`src/rtl/ysyx_22050550_score_board_if.sv`:
```
// Issue/commit signal bundle between the IDU/WBU side of the pipe and the
// register-busy scoreboard.
interface ysyx_22050550_score_board_if;
  logic       io_IDU_valid;
  logic [4:0] io_IDU_raddr1;
  logic       io_IDU_ren1;
  logic [4:0] io_IDU_raddr2;
  logic       io_IDU_ren2;
  logic [4:0] io_IDU_waddr;
  logic       io_IDU_wen;
  logic       io_IDU_fire;
  logic       io_IDU_stall;
  logic       io_WBU_valid;
  logic [4:0] io_WBU_waddr;
  logic       io_WBU_wen;
  logic       io_flush;
  logic       io_busy_any;

  modport master (
    output io_IDU_valid, io_IDU_raddr1, io_IDU_ren1, io_IDU_raddr2, io_IDU_ren2,
    output io_IDU_waddr, io_IDU_wen, io_IDU_fire,
    output io_WBU_valid, io_WBU_waddr, io_WBU_wen, io_flush,
    input  io_IDU_stall, io_busy_any
  );

  modport slave (
    input  io_IDU_valid, io_IDU_raddr1, io_IDU_ren1, io_IDU_raddr2, io_IDU_ren2,
    input  io_IDU_waddr, io_IDU_wen, io_IDU_fire,
    input  io_WBU_valid, io_WBU_waddr, io_WBU_wen, io_flush,
    output io_IDU_stall, io_busy_any
  );
endinterface

```
`src/rtl/ysyx_22050550_score_board.sv`:
```
// Register-busy scoreboard: one in-flight writer counter per GPR, stalls the
// IDU on RAW hazards the WBU bypass cannot cover and on counter-full WAW.
module ysyx_22050550_score_board #(
  parameter int NREG  = 32,
  parameter int CNT_W = 2
) (
  input  logic                          clock,
  input  logic                          reset,
  ysyx_22050550_score_board_if.slave    sb
);

  localparam logic [CNT_W-1:0] CNT_MAX = '1;
  localparam logic [CNT_W-1:0] CNT_ONE = CNT_W'(1);

  logic [CNT_W-1:0] cnt_q [1:NREG-1];
  logic [CNT_W-1:0] cnt_d [1:NREG-1];
  logic [CNT_W-1:0] cnt_v [NREG];
  logic [NREG-1:0]  dec;
  logic [NREG-1:0]  inc;
  logic [NREG-1:0]  busy;
  logic             rd1_haz;
  logic             rd2_haz;
  logic             waw_full;
  logic             stall;
  logic             issue_wr;
  logic             busy_any;

  // Counters read as zero while reset is held so outputs are defined from the
  // very first reset cycle.
  always_comb begin
    cnt_v[0] = '0;
    for (int r = 1; r < NREG; r++) begin
      cnt_v[r] = reset ? '0 : cnt_q[r];
    end
  end

  always_comb begin
    dec  = '0;
    busy = '0;
    for (int r = 1; r < NREG; r++) begin
      dec[r]  = sb.io_WBU_valid & sb.io_WBU_wen &
                (sb.io_WBU_waddr == 5'(r)) & (cnt_v[r] != '0);
      // A lone pending writer committing now is forwarded by the bypass.
      busy[r] = (cnt_v[r] > CNT_ONE) | ((cnt_v[r] == CNT_ONE) & ~dec[r]);
    end
  end

  always_comb begin
    rd1_haz  = sb.io_IDU_ren1 & (sb.io_IDU_raddr1 != 5'd0) & busy[sb.io_IDU_raddr1];
    rd2_haz  = sb.io_IDU_ren2 & (sb.io_IDU_raddr2 != 5'd0) & busy[sb.io_IDU_raddr2];
    waw_full = sb.io_IDU_wen & (sb.io_IDU_waddr != 5'd0) &
               (cnt_v[sb.io_IDU_waddr] == CNT_MAX) & ~dec[sb.io_IDU_waddr];
    stall    = sb.io_IDU_valid & (rd1_haz | rd2_haz | waw_full);
    issue_wr = sb.io_IDU_valid & sb.io_IDU_fire & ~stall & sb.io_IDU_wen;
  end

  always_comb begin
    inc = '0;
    for (int r = 1; r < NREG; r++) begin
      inc[r] = issue_wr & (sb.io_IDU_waddr == 5'(r));
    end
  end

  always_comb begin
    for (int r = 1; r < NREG; r++) begin
      cnt_d[r] = cnt_q[r];
      if (sb.io_flush) begin
        cnt_d[r] = '0;
      end else if (inc[r] & ~dec[r]) begin
        cnt_d[r] = cnt_q[r] + CNT_ONE;
      end else if (dec[r] & ~inc[r]) begin
        cnt_d[r] = cnt_q[r] - CNT_ONE;
      end
    end
  end

  always_ff @(posedge clock) begin
    for (int r = 1; r < NREG; r++) begin
      if (reset) begin
        cnt_q[r] <= '0;
      end else begin
        cnt_q[r] <= cnt_d[r];
      end
    end
  end

  always_comb begin
    busy_any = 1'b0;
    for (int r = 1; r < NREG; r++) begin
      busy_any = busy_any | (cnt_v[r] != '0);
    end
  end

  assign sb.io_IDU_stall = stall;
  assign sb.io_busy_any  = busy_any;

endmodule

```
`src/flat_wrapper.sv`:
```
// flat-port wrapper written by rule: the top's interface ports become plain ports
module ysyx_22050550_score_board_flat 
#(
  parameter int NREG  = 32,
  parameter int CNT_W = 2
)
  (clock, reset, sb_io_IDU_valid, sb_io_IDU_raddr1, sb_io_IDU_ren1, sb_io_IDU_raddr2, sb_io_IDU_ren2, sb_io_IDU_waddr, sb_io_IDU_wen, sb_io_IDU_fire, sb_io_WBU_valid, sb_io_WBU_waddr, sb_io_WBU_wen, sb_io_flush, sb_io_IDU_stall, sb_io_busy_any);
  ysyx_22050550_score_board_if sb_i ();
  input  logic clock;
  input  logic reset;
  input wire logic [$bits(sb_i.io_IDU_valid)-1:0] sb_io_IDU_valid;
  input wire logic [$bits(sb_i.io_IDU_raddr1)-1:0] sb_io_IDU_raddr1;
  input wire logic [$bits(sb_i.io_IDU_ren1)-1:0] sb_io_IDU_ren1;
  input wire logic [$bits(sb_i.io_IDU_raddr2)-1:0] sb_io_IDU_raddr2;
  input wire logic [$bits(sb_i.io_IDU_ren2)-1:0] sb_io_IDU_ren2;
  input wire logic [$bits(sb_i.io_IDU_waddr)-1:0] sb_io_IDU_waddr;
  input wire logic [$bits(sb_i.io_IDU_wen)-1:0] sb_io_IDU_wen;
  input wire logic [$bits(sb_i.io_IDU_fire)-1:0] sb_io_IDU_fire;
  input wire logic [$bits(sb_i.io_WBU_valid)-1:0] sb_io_WBU_valid;
  input wire logic [$bits(sb_i.io_WBU_waddr)-1:0] sb_io_WBU_waddr;
  input wire logic [$bits(sb_i.io_WBU_wen)-1:0] sb_io_WBU_wen;
  input wire logic [$bits(sb_i.io_flush)-1:0] sb_io_flush;
  output wire logic [$bits(sb_i.io_IDU_stall)-1:0] sb_io_IDU_stall;
  output wire logic [$bits(sb_i.io_busy_any)-1:0] sb_io_busy_any;
  assign sb_i.io_IDU_valid = sb_io_IDU_valid;
  assign sb_i.io_IDU_raddr1 = sb_io_IDU_raddr1;
  assign sb_i.io_IDU_ren1 = sb_io_IDU_ren1;
  assign sb_i.io_IDU_raddr2 = sb_io_IDU_raddr2;
  assign sb_i.io_IDU_ren2 = sb_io_IDU_ren2;
  assign sb_i.io_IDU_waddr = sb_io_IDU_waddr;
  assign sb_i.io_IDU_wen = sb_io_IDU_wen;
  assign sb_i.io_IDU_fire = sb_io_IDU_fire;
  assign sb_i.io_WBU_valid = sb_io_WBU_valid;
  assign sb_i.io_WBU_waddr = sb_io_WBU_waddr;
  assign sb_i.io_WBU_wen = sb_io_WBU_wen;
  assign sb_i.io_flush = sb_io_flush;
  assign sb_io_IDU_stall = sb_i.io_IDU_stall;
  assign sb_io_busy_any = sb_i.io_busy_any;
  ysyx_22050550_score_board #(.NREG(NREG), .CNT_W(CNT_W)) u_core (.clock(clock), .reset(reset), .sb(sb_i));
endmodule
```
`config.mk`:
```
export PLATFORM = sky130hd
export DESIGN_NAME = ysyx_22050550_score_board_flat
export DESIGN_NICKNAME = d
export VERILOG_FILES = /design/src/rtl/ysyx_22050550_score_board_if.sv /design/src/rtl/ysyx_22050550_score_board.sv /design/src/flat_wrapper.sv
export SDC_FILE = /design/constraint.sdc
export NUM_CORES = 1
export LEC_CHECK = 0
export CORE_MARGIN = 2
export CORE_UTILIZATION = 56
export DETAILED_ROUTE_END_ITERATION = 8
export MAX_ROUTING_LAYER = met4
export PLACE_DENSITY = 0.78
export SLEW_MARGIN = 20
export SYNTH_ARGS = -nofsm -noshare
export SYNTH_HDL_FRONTEND = slang
export SYNTH_SLANG_ARGS = --single-unit
```
`constraint.sdc`:
```
create_clock -name clock -period 3.4 [get_ports clock]
set_input_delay 0.68 -clock clock [delete_from_list [all_inputs] [get_ports clock]]
set_output_delay 0.68 -clock clock [all_outputs]
set_load 0.01 [all_outputs]
```
==> results of run 1 <==
logic make-up after synthesis:
family | Yosys count | share of synthesized area
xor gates and xnor gates | 62 | 0.0882
buffers and inverters | 77 | 0.0561
adders and majority gates | 31 | 0.0630
and+or+nand+nor | 373 | 0.346
muxes | 1 | 0.00183
AOI/OAI and AO/OA | 228 | 0.243
DFF | 62 | 0.202
synth_stat cells (all sizes together) (5+ instances only):
cell | instances | area share
o22ai | 7 | 0.0071
nor2b | 13 | 0.013
a21boi | 6 | 0.0073
nand3b | 11 | 0.013
inv | 15 | 0.0091
ha | 31 | 0.063
nand2 | 57 | 0.035
or3 | 43 | 0.044
and4b | 5 | 0.0081
nor4 | 40 | 0.055
nand3 | 35 | 0.028
a21oi | 49 | 0.040
nand2b | 10 | 0.010
a311oi | 5 | 0.0071
buf | 27 | 0.025
or2 | 5 | 0.0051
nand4b | 10 | 0.014
nand4 | 11 | 0.011
a31oi | 12 | 0.012
o32ai | 6 | 0.0085
clkbuf | 35 | 0.022
o211ai | 16 | 0.020
xor2 | 62 | 0.088
dfxtp | 62 | 0.20
nor2 | 92 | 0.056
o21ai | 71 | 0.058
nor3 | 12 | 0.0098
metrics by stage:
step	setup slack, ns	area, um2	hold WS, ns	std cells	TNS (ns)
after floorplan	-0.150	6220	0.480	834	-2.72
after global placement	-1.40	8220	0.521	1178	-74.59
after detailed placement	-1.36	8230	0.540	1178	-72.81
after CTS	-0.260	9290	0.552	1216	-7.80
routing by layer:
metal  global-route usage  GRT overflow
met1                0.770             0
met2                0.905             3
met3                0.592             0
met4                0.739             3
met5                    -             -
repair_timing:
item                       4_1_cts
gates cloned                     6
gates resized for setup        180
pin swaps                       75
setup endpoints to repair       63
buffers inserted                18
==> impl_metrics.env, run 1 <==
export IMPL_holdBufCountCts=0
export IMPL_synth_warnings=0
export IMPL_ys_types=77
export IMPL_synth_area_um2=6160
export IMPL_ys_seq_area_frac=0.202
export IMPL_grt_max_degree=63
export IMPL_grt_ovfl_total=6
export IMPL_io_buffers=31
export IMPL_endpoint_type="register input"
export IMPL_synth_edf_count=0
export IMPL_status="stopped before the end"
export IMPL_fp_dieH_um=109
export IMPL_die_width_um=109
export IMPL_rows=38
export IMPL_htreeDepth=3
export IMPL_place_hpwl_um=21700
export IMPL_syn_nets=895
export IMPL_grtUsageTotal=0.766
export IMPL_ys_ff_latch=62
export IMPL_avgSynthCellArea_um2=7.38
export IMPL_initial_core_util=0.570
export IMPL_gp_congestion=1.14
export IMPL_ctsRootBufferMaster="clkbuf_8"
export IMPL_postGrtWorstEndpoint="u_core.cnt_q[0][47]$_SDFFE_PP0P_/D"
export IMPL_synthCells=834
export IMPL_ctsLongestPathBuffers=2
export IMPL_ioPinCount=32
export IMPL_cts_buffers=9
export IMPL_error_line="[ERROR GRT-0232] Routing congestion too high. Check the congestion heatmap in the GUI."
export IMPL_clkSinkCount=62
export IMPL_synthArstFlopShare=0
export IMPL_ys_flop_type="dfxtp_1"
export IMPL_stop_stage="global routing"
==> run 2, diff against run 1 <==
CORE_UTILIZATION = 40   (was 56)
MAX_ROUTING_LAYER = not set   (was met4)
PLACE_DENSITY = not set   (was 0.78)
PLACE_DENSITY_LB_ADDON = 0.15   (was not set)
clock period = 4.4 ns   (was 3.4 ns; I/O delays follow)
==> impl_metrics.env, run 2 <==
export IMPL_status="finished clean"
export IMPL_ys_flop_type="dfxtp_1"
export IMPL_r2r_cells=14
export IMPL_min_period_ns=4.33
export IMPL_hp_class="reg -> reg"
export IMPL_area_growth_pct=42.7
export IMPL_ioPinCount=32
export IMPL_ant_nets=0
export IMPL_clkSinkCount=62
export IMPL_layout_nets=1097
export IMPL_syn_nets=895
export IMPL_multi_input_area_um2=4820
export IMPL_finalSetupViolations=0
export IMPL_worst_path_max_fanout=5
export IMPL_final_area_um2=8790
export IMPL_ys_ff_latch=62
export IMPL_worstSetupStartpointType="input port"
export IMPL_gp_congestion=1.08
export IMPL_grtUsageTotal=0.363
export IMPL_power_leakage_nw=3.41
export IMPL_clkTransAtPathRegs_ns=0.07
export IMPL_largest_reg_flops=62
export IMPL_synthArstFlopShare=0
export IMPL_reg2reg_from="u_core.cnt_q[0][12]"
export IMPL_crit_chain="dlygate4sd2_1, buf_2, or4b_4, o21a_1, o211ai_2, a31oi_1, nor3_2, o32ai_2, a211o_4, and2_1, clkdlybuf4s15_2"
export IMPL_first_iter_violations=958
export IMPL_critPathKind="in -> out"
export IMPL_tns_ns=0
export IMPL_place_area_um2=8110
export IMPL_coreArea_um2=15100
export IMPL_yosysTopAreaCellShare=0.202
export IMPL_cts_tree="yes"
export IMPL_synthCells=834
export IMPL_place_hpwl_um=23000
export IMPL_ys_seq_area_frac=0.202
export IMPL_fillCellCount=1418
export IMPL_skew_ns=0.0149
export IMPL_cpMaxStageDelayCell="or4b_4"
export IMPL_crit_arrival_ns=3.45
export IMPL_io_buffers=31
export IMPL_die_area_um2=16400
export IMPL_cp_end_kind="primary output"
export IMPL_wl_met3_um=2870
export IMPL_layout_common_cells="207 x buf_4, 89 x nor2_1, 66 x o21ai_0"
export IMPL_routed_wl_um=29500
export IMPL_die_width_um=128
export IMPL_synth_edf_count=0
export IMPL_fin_crit_sh=0.983
export IMPL_crit_start="sb_io_WBU_waddr[1]"
export IMPL_holdBufCountCts=0
export IMPL_report_power_total_mw=1.72
export IMPL_highest_layer="met5"
export IMPL_drive_above_1_share=0.303
export IMPL_hold_viol=0
export IMPL_via_count=7895
export IMPL_wl_met1_um=11900
export IMPL_slew_headroom=0.523
export IMPL_slew_violations=0
export IMPL_firstDrtPassIters=6
export IMPL_post_place_ws_ns=-0.568
export IMPL_fp_dieH_um=128
export IMPL_grt_pass1_vias=7712
export IMPL_grt_pass1_wl_um=44400
export IMPL_rows=45
export IMPL_grt_ovfl_total=0
export IMPL_final_common_cell="buf_4"
export IMPL_post_drt_wl_per_cell_um=24.0
export IMPL_ctsRootBufferMaster="clkbuf_16"
export IMPL_critical_path_max_stage_delay_ns=0.56
export IMPL_clk_insertion_delay_late_ns=0.36
export IMPL_synth_warnings=0
export IMPL_power_density_nw_per_um2=195
export IMPL_initial_core_util=0.406
export IMPL_worstMarginPinSlew_ns=0.715
export IMPL_largest_register="u_core.cnt_q"
export IMPL_required_ns=3.52
export IMPL_viasPerCell=6.42
export IMPL_synth_area_um2=6160
export IMPL_layout_setup_ws_ns=0.0729
export IMPL_cts_buffers=9
export IMPL_htreeDepth=3
export IMPL_worstSetupEndpoint="sb_io_IDU_stall"
export IMPL_sequential_cell_area_um2=1240
export IMPL_yosysTopAreaCell="dfxtp_1"
export IMPL_reg2reg_slack_ns=0.76
export IMPL_ys_types=77
export IMPL_cap_violations=0
export IMPL_antenna_found_initial=1
export IMPL_grt_max_degree=63
export IMPL_avgSynthCellArea_um2=7.38
export IMPL_ir_worst_vdd_v=0.000192
export IMPL_rr_endpoint="u_core.cnt_q[0][15]"
export IMPL_dr_wl_met2_um=13200
export IMPL_synthMostInstantiatedCell="nor2_1"
export IMPL_hold_ws_ns=0.528
export IMPL_fmax_ghz=0.231
export IMPL_ctsLongestPathBuffers=2
export IMPL_insertedDiodeCount=0
export IMPL_synth_common_cells="92 x nor2_1, 70 x o21ai_0, 62 x dfxtp_1, 62 x xor2_1, 57 x nand2_1"
export IMPL_yosys_top_cells_area="dfxtp_1 20%, xor2_1 8.8%, ha_1 6.3%"
export IMPL_top_regs="u_core.cnt_q: 62 flops"
export IMPL_drc_errors=0
-- run 2: worst min-delay path by stage --
stage                   startpoint                   to  slack, ns  depth (start not counted)
2_1_floorplan  u_core.cnt_q[0][51]  u_core.cnt_q[0][51]       0.48                          2
3_3_place_gp   u_core.cnt_q[0][43]  u_core.cnt_q[0][43]       0.50                          2
3_5_place_dp   u_core.cnt_q[0][43]  u_core.cnt_q[0][43]       0.51                          2
4_1_cts        u_core.cnt_q[0][43]  u_core.cnt_q[0][43]       0.53                          2
5_1_grt        u_core.cnt_q[0][43]  u_core.cnt_q[0][43]       0.56                          2
6_report       u_core.cnt_q[0][43]  u_core.cnt_q[0][43]       0.53                          2
-- run 2: cells by family (layout without fill, tap and decap cells) --
logic type | Yosys count | count (layout) | share of synthesized area
multiplexers | 1 | 1 | 0.00183
adder cells (fa/ha/maj) | 31 | 31 | 0.0630
AND/OR/NAND/NOR | 373 | 373 | 0.346
AO/OA/AOI/OAI | 228 | 228 | 0.243
flip-flops | 62 | 62 | 0.202
buffers and inverters | 77 | 284 | 0.0561
XOR/XNOR | 62 | 62 | 0.0882
-- run 2: area by class of cell --
class                   instances  area share
clock buffers                  10      0.0272
clock inverters                 6     0.00783
inverters                      15     0.00641
multi-input cells             695       0.548
flip-flops and latches         62       0.141
well taps                     188      0.0268
repair buffers                253       0.242
-- run 2: metal layers --
layer | track usage | up-vias
met5 | 0 | -
li1 | - | 3535
met2 | 0.580 | 467
met3 | 0.0826 | 105
met4 | 0.182 | 2
met1 | 0.459 | 3786
-- run 2: repair_timing --
action                                  4_1_cts  5_1_grt
endpoints found under the setup margin       31       16
gates resized for setup                      54       22
cloned                                        4        0
pin swaps                                    15       15
buffers inserted                              4        0
-- run 2: power by group --
group	switching, mW	leakage, nW	internal (mW)	total [mW]
Combinational	0.217	2.76	0.175	0.393
Sequential	0.00153	0.499	0.562	0.564
Clock	0.302	0.149	0.457	0.759
-- run 2: worst max-delay path, delay by kind of cell --
kind	cells	cell delay, ns
buffers and inverters	3	0.65
AND/OR/NAND/NOR	3	0.91
AO/OA/AOI/OAI	5	1.00
-- run 2: per-stage QoR --
stage / std cells / utilization
after floorplan: 834 / -
after global placement: 1206 / 0.536
after detailed placement: 1206 / 0.536
after CTS: 1229 / 0.577
after global routing: 1229 / 0.580
final: 1229 / 0.580
(Power assumes the default switching activity.)
